<file path="src/rtl/sap1_controller.sv">
// SAP-1 control sequencer: six-state one-hot T-state ring clocked on the falling
// edge, with a combinational control-word decode and a sticky halt.
module sap1_controller #(
  parameter logic [3:0] OP_LDA = 4'h0,
  parameter logic [3:0] OP_ADD = 4'h1,
  parameter logic [3:0] OP_SUB = 4'h2,
  parameter logic [3:0] OP_OUT = 4'hE,
  parameter logic [3:0] OP_HLT = 4'hF
) (
  input  logic       clk,
  input  logic       clr,
  input  logic [3:0] opcode,
  output logic       cp,
  output logic       ep,
  output logic       lm_n,
  output logic       ce_n,
  output logic       li_n,
  output logic       la_n,
  output logic       lb_n,
  output logic       lo_n,
  output logic       ei_n,
  output logic       ea,
  output logic       eu,
  output logic       su,
  output logic       halt,
  output logic [5:0] tstate
);

  typedef enum logic [5:0] {
    T1 = 6'b000001,
    T2 = 6'b000010,
    T3 = 6'b000100,
    T4 = 6'b001000,
    T5 = 6'b010000,
    T6 = 6'b100000
  } tstate_e;

  tstate_e tstate_q, tstate_d;
  logic    halt_q, halt_d;

  logic is_mem_op;
  assign is_mem_op = (opcode == OP_LDA) || (opcode == OP_ADD) || (opcode == OP_SUB);

  always_comb begin
    tstate_d = tstate_q;
    halt_d   = halt_q;
    case (tstate_q)
      T1: tstate_d = T2;
      T2: tstate_d = T3;
      T3: tstate_d = T4;
      // Halt can only ever be set here, so holding T4 covers the frozen ring.
      T4: begin
        if (halt_q || (opcode == OP_HLT)) halt_d = 1'b1;
        else                              tstate_d = T5;
      end
      T5: tstate_d = T6;
      T6: tstate_d = T1;
      default: tstate_d = T1;
    endcase
  end

  always_ff @(negedge clk or negedge clr) begin
    if (!clr) begin
      tstate_q <= T1;
      halt_q   <= 1'b0;
    end else begin
      tstate_q <= tstate_d;
      halt_q   <= halt_d;
    end
  end

  always_comb begin
    cp   = 1'b0;
    ep   = 1'b0;
    lm_n = 1'b1;
    ce_n = 1'b1;
    li_n = 1'b1;
    la_n = 1'b1;
    lb_n = 1'b1;
    lo_n = 1'b1;
    ei_n = 1'b1;
    ea   = 1'b0;
    eu   = 1'b0;
    su   = 1'b0;
    // Gating on clr keeps the word inactive for the whole reset, not just after the edge.
    if (clr && !halt_q) begin
      case (tstate_q)
        T1: begin ep = 1'b1; lm_n = 1'b0; end
        T2: cp = 1'b1;
        T3: begin ce_n = 1'b0; li_n = 1'b0; end
        T4: begin
          if (is_mem_op) begin
            ei_n = 1'b0;
            lm_n = 1'b0;
          end else if (opcode == OP_OUT) begin
            ea   = 1'b1;
            lo_n = 1'b0;
          end
        end
        T5: begin
          if (opcode == OP_LDA) begin
            ce_n = 1'b0;
            la_n = 1'b0;
          end else if ((opcode == OP_ADD) || (opcode == OP_SUB)) begin
            ce_n = 1'b0;
            lb_n = 1'b0;
          end
        end
        T6: begin
          if ((opcode == OP_ADD) || (opcode == OP_SUB)) begin
            eu   = 1'b1;
            la_n = 1'b0;
            su   = (opcode == OP_SUB);
          end
        end
        default: ;
      endcase
    end
  end

  assign tstate = tstate_q;
  assign halt   = halt_q;

endmodule

</file>
<file path="config.mk">
export PLATFORM = sky130hd
export DESIGN_NAME = sap1_controller
export DESIGN_NICKNAME = d
export VERILOG_FILES = /design/src/rtl/sap1_controller.sv
export SDC_FILE = /design/constraint.sdc
export NUM_CORES = 1
export LEC_CHECK = 0
export CORE_AREA = 2 2 39 41
export DETAILED_ROUTE_END_ITERATION = 8
export DIE_AREA = 0 0 41 43
export PLACE_DENSITY_LB_ADDON = 0.3
export SYNTH_ARGS = -nofsm -noshare
export SYNTH_HDL_FRONTEND = slang
export SYNTH_SLANG_ARGS = --single-unit
</file>
<file path="constraint.sdc">
create_clock -name clk -period 2.52 [get_ports clk]
set_input_delay 0.378 -clock clk [delete_from_list [all_inputs] [get_ports clk]]
set_output_delay 0.378 -clock clk [all_outputs]
set_load 0.01 [all_outputs]
</file>
==> impl_table.tex <==
\begin{tabular}{lr}
\hline
Metric & Value \\
\hline
\multicolumn{2}{l}{\textbf{Die}} \\
Die width & 41 µm \\
Effective utilization at floorplan & 0.335 \\
Die area & 1760 µm² \\
IO Count & 25 \\
Y dimension of the die & 43 µm \\
Core box area & 1380 µm² \\
Row count & 14 \\
\multicolumn{2}{l}{\textbf{Routing}} \\
Wire length reported by the detailed router & 3450 µm \\
Remaining routing DRC violations & 0 \\
Average vias per placed instance & 5.78 \\
DR iter-0 viols & 36 \\
Number of nets still failing antenna checks after routing & 0 \\
Count of TritonRoute iterations in the first routing pass & 4 \\
Routed wire length per instance & 22.8 µm \\
Vias post-DR & 873 \\
\multicolumn{2}{l}{\textbf{Timing}} \\
Max Transition Viols Final & 0 \\
Final-layout setup total negative slack & -15.34 ns \\
Final Setup Violations & 19 \\
Slew at the pin closest to its max-slew limit & 0.328 ns \\
Tightest slew margin relative to the limit & 0.779 \\
Slack of the critical path & -1.25 ns \\
Layout Skew & 0.0503 ns \\
Hold violation total from the final report & 0 \\
Unrepaired setup endpoints after global routing & true \\
\multicolumn{2}{l}{\textbf{Logic synthesis}} \\
Total number of yosys warnings & 0 \\
Combined area of all synthesized cells & 463 µm² \\
Unique masters post-synth & 23 \\
Sequential element share of the synthesized area & 0.381 \\
Predominant post-synthesis flop cell & sky130\_fd\_sc\_hd\_\_dfrtn\_1 \\
Synthesized netlist cell count & 52 \\
Number of synthesized flops with an enable pin & 0 \\
Net count after synthesis & 58 \\
Share of flip-flops with an asynchronous set or reset after synthesis & 1.00 \\
Mean cell area of the mapped netlist & 8.90 µm² \\
Register bit total from synthesis & 7 \\
\multicolumn{2}{l}{\textbf{Placed design}} \\
RD Place Congestion & 0.880 \\
Placed cell count & 120 \\
Port Buf Inserts & 24 \\
Post-detailed-placement half-perimeter wirelength & 1340 µm \\
Worst slack at placement & -1.25 ns \\
\multicolumn{2}{l}{\textbf{Clocking}} \\
CTS Buffer Depth & 2 \\
Clock tree from TritonCTS & yes \\
Clk\_lat worst skew & 0.31 ns \\
Inserted Clock Buffers & 3 \\
Clock Pin Slew Worst Setup and Hold Paths & 0.04 ns \\
CTS Hold Bufs & 0 \\
\# clock sinks & 7 \\
Number of H-tree branching levels & 1 \\
Root buffer selected by CTS & sky130\_fd\_sc\_hd\_\_clkbuf\_4 \\
\multicolumn{2}{l}{\textbf{Flow run}} \\
Total of max-cap violations & 0 \\
\multicolumn{2}{l}{\textbf{Global routing}} \\
First-pass GRT wire length & 4040 µm \\
Overall fraction of global-route tracks in use & 0.351 \\
Maximum number of pins on one net before global-route repair & 7 \\
Initial antenna violation count & 0 \\
Global-route congestion overflow total & 0 \\
Vias in the first global route & 844 \\
\multicolumn{2}{l}{\textbf{Pwr}} \\
Power per standard cell area & 954 nW/µm² \\
IR drop worst, VDD & 0.000829 V \\
Leakage & 0.000613 µW \\
\multicolumn{2}{l}{\textbf{Finish}} \\
Commonest non-fill, non-tap cell in the layout & sky130\_fd\_sc\_hd\_\_buf\_4 \\
Diodes inserted & 0 \\
Final net count & 142 \\
Count of placed standard cells in the final layout, fillers left out & 151 \\
Fin util & 0.948 \\
Area overhead of the layout relative to synthesis & 184\% \\
Layout fillers & 39 \\
Commonest cells after routing, fill and taps aside & 37 x sky130\_fd\_sc\_hd\_\_buf\_4, 28 x sky130\_fd\_sc\_hd\_\_buf\_6, 9 x sky130\_fd\_sc\_hd\_\_buf\_2 \\
Ratio of cells with drive above 1 in the final layout & 0.719 \\
\multicolumn{2}{l}{\textbf{Worst setup path}} \\
Critical Path Fanout Max & 4 \\
CP startpoint kind & flip-flop \\
Worst EP required & 2.14 ns \\
Crit path arrival time & 3.40 ns \\
Crit Path Category & flip-flop to output port \\
Crit path capture type & output port \\
\multicolumn{2}{l}{\textbf{Status}} \\
Outcome & finished, violations left \\
Violated checks & negative setup slack \\
\multicolumn{2}{l}{\textbf{Min path}} \\
Hold Path Class & flip-flop to flip-flop \\
\hline
\end{tabular}
-- layout make-up --
cell class                 instances  area (µm²)  share of cell area
multi-input combinational         42         389               0.296
clock buffer                       3        22.5              0.0172
inverter                           2        7.51             0.00572
timing repair buffer              79         688               0.524
clock inverter                     2        8.76             0.00667
sequential                         7         176               0.134
tap                               16        20.0              0.0153
-- where the power goes --
group / leakage [µW] / switching [µW] / internal, µW
Clock: 0.0000230 / 58.5 / 60.7
Combinational: 0.000499 / 395 / 550
Sequential: 0.0000915 / 33.7 / 154
Total: 0.000613 / 487 / 765
-- timing repair --
| action | 4_1_cts | 5_1_grt |
|---|---|---|
| endpoints found under the hold margin | 0 | 0 |
| buffers inserted | 23 | 8 |
| pin swaps | 12 | 10 |
| setup endpoints to repair | 19 | 20 |
| resized for setup | 111 | 9 |
-- per-stage QoR --
stage          total power (µW)  hold slack [ns]  area [µm²]
2_1_floorplan               364            0.524         492
3_3_place_gp                654            0.625         962
3_5_place_dp                669            0.656         962
4_1_cts                    1060            0.746        1250
5_1_grt                    1290            0.817        1310
6_report                   1250            0.796        1310
-- layer usage --
metal	wire length, µm	part of all wire	track usage	up-vias
li1	-	-	-	367
met3	297	0.086	0.120	17
met4	158	0.046	0.0933	0
met2	1670	0.49	0.519	63
met1	1320	0.38	0.475	426
met5	0	0	0	-
-- sequential cells by signal, indices dropped and copies added, names as in the netlist --
| signal | count |
|---|---|
| tstate | 6 |
| halt | 1 |
-- worst paths after layout --
check,startpoint,endpoint,slack (ns),depth (start not counted)
setup reg to reg,tstate[0]$_DFFE_NN1N_,tstate[5]$_DFFE_NN0N_,0.44,12
max in group asynchronous,clr,tstate[0]$_DFFE_NN1N_,0.52,2
setup / recovery,tstate[0]$_DFFE_NN1N_,lo_n,-1.25,4
min in group asynchronous,clr,tstate[5]$_DFFE_NN0N_,1.47,1
hold / removal,halt$_DFFE_NN0P_,halt$_DFFE_NN0P_,0.80,4
hold reg to reg,halt$_DFFE_NN0P_,halt$_DFFE_NN0P_,0.80,4
-- critical path: stages (launching register included) --
cell and delay [ns]:
sky130_fd_sc_hd__dfstp_2 0.36, sky130_fd_sc_hd__or4_4 0.52, sky130_fd_sc_hd__or3_4 0.38, sky130_fd_sc_hd__or4_4 0.42, sky130_fd_sc_hd__buf_6 0.14
-- cell usage after synthesis, types with 2 or more instances --
cell | count | area [µm²]
sky130_fd_sc_hd__nor3_1 | 4 | 20.0
sky130_fd_sc_hd__dfrtn_1 | 6 | 150
sky130_fd_sc_hd__nor2_1 | 4 | 15.0
sky130_fd_sc_hd__or4_1 | 2 | 15.0
sky130_fd_sc_hd__nor4_1 | 4 | 25.0
sky130_fd_sc_hd__nand4b_1 | 2 | 17.5
sky130_fd_sc_hd__nor2b_1 | 3 | 18.8
sky130_fd_sc_hd__inv_1 | 3 | 11.3
sky130_fd_sc_hd__o21bai_1 | 2 | 15.0
sky130_fd_sc_hd__nor3b_1 | 2 | 15.0
sky130_fd_sc_hd__o21ai_0 | 3 | 15.0
sky130_fd_sc_hd__nand2b_1 | 3 | 18.8
sky130_fd_sc_hd__and2_1 | 3 | 18.8
sky130_fd_sc_hd__nand2_1 | 2 | 7.51
-- logic make-up (layout without fill, tap and decap cells) --
kind of cell | count (synthesis) | after routing | synth area share
AOI/OAI and AO/OA | 8 | 8 | 0.122
xor gates and xnor gates | 1 | 1 | 0.0189
buffers and inverters | 3 | 86 | 0.0243
DFF | 7 | 7 | 0.381
and+or+nand+nor | 33 | 33 | 0.454
(Power assumes the default switching activity.)
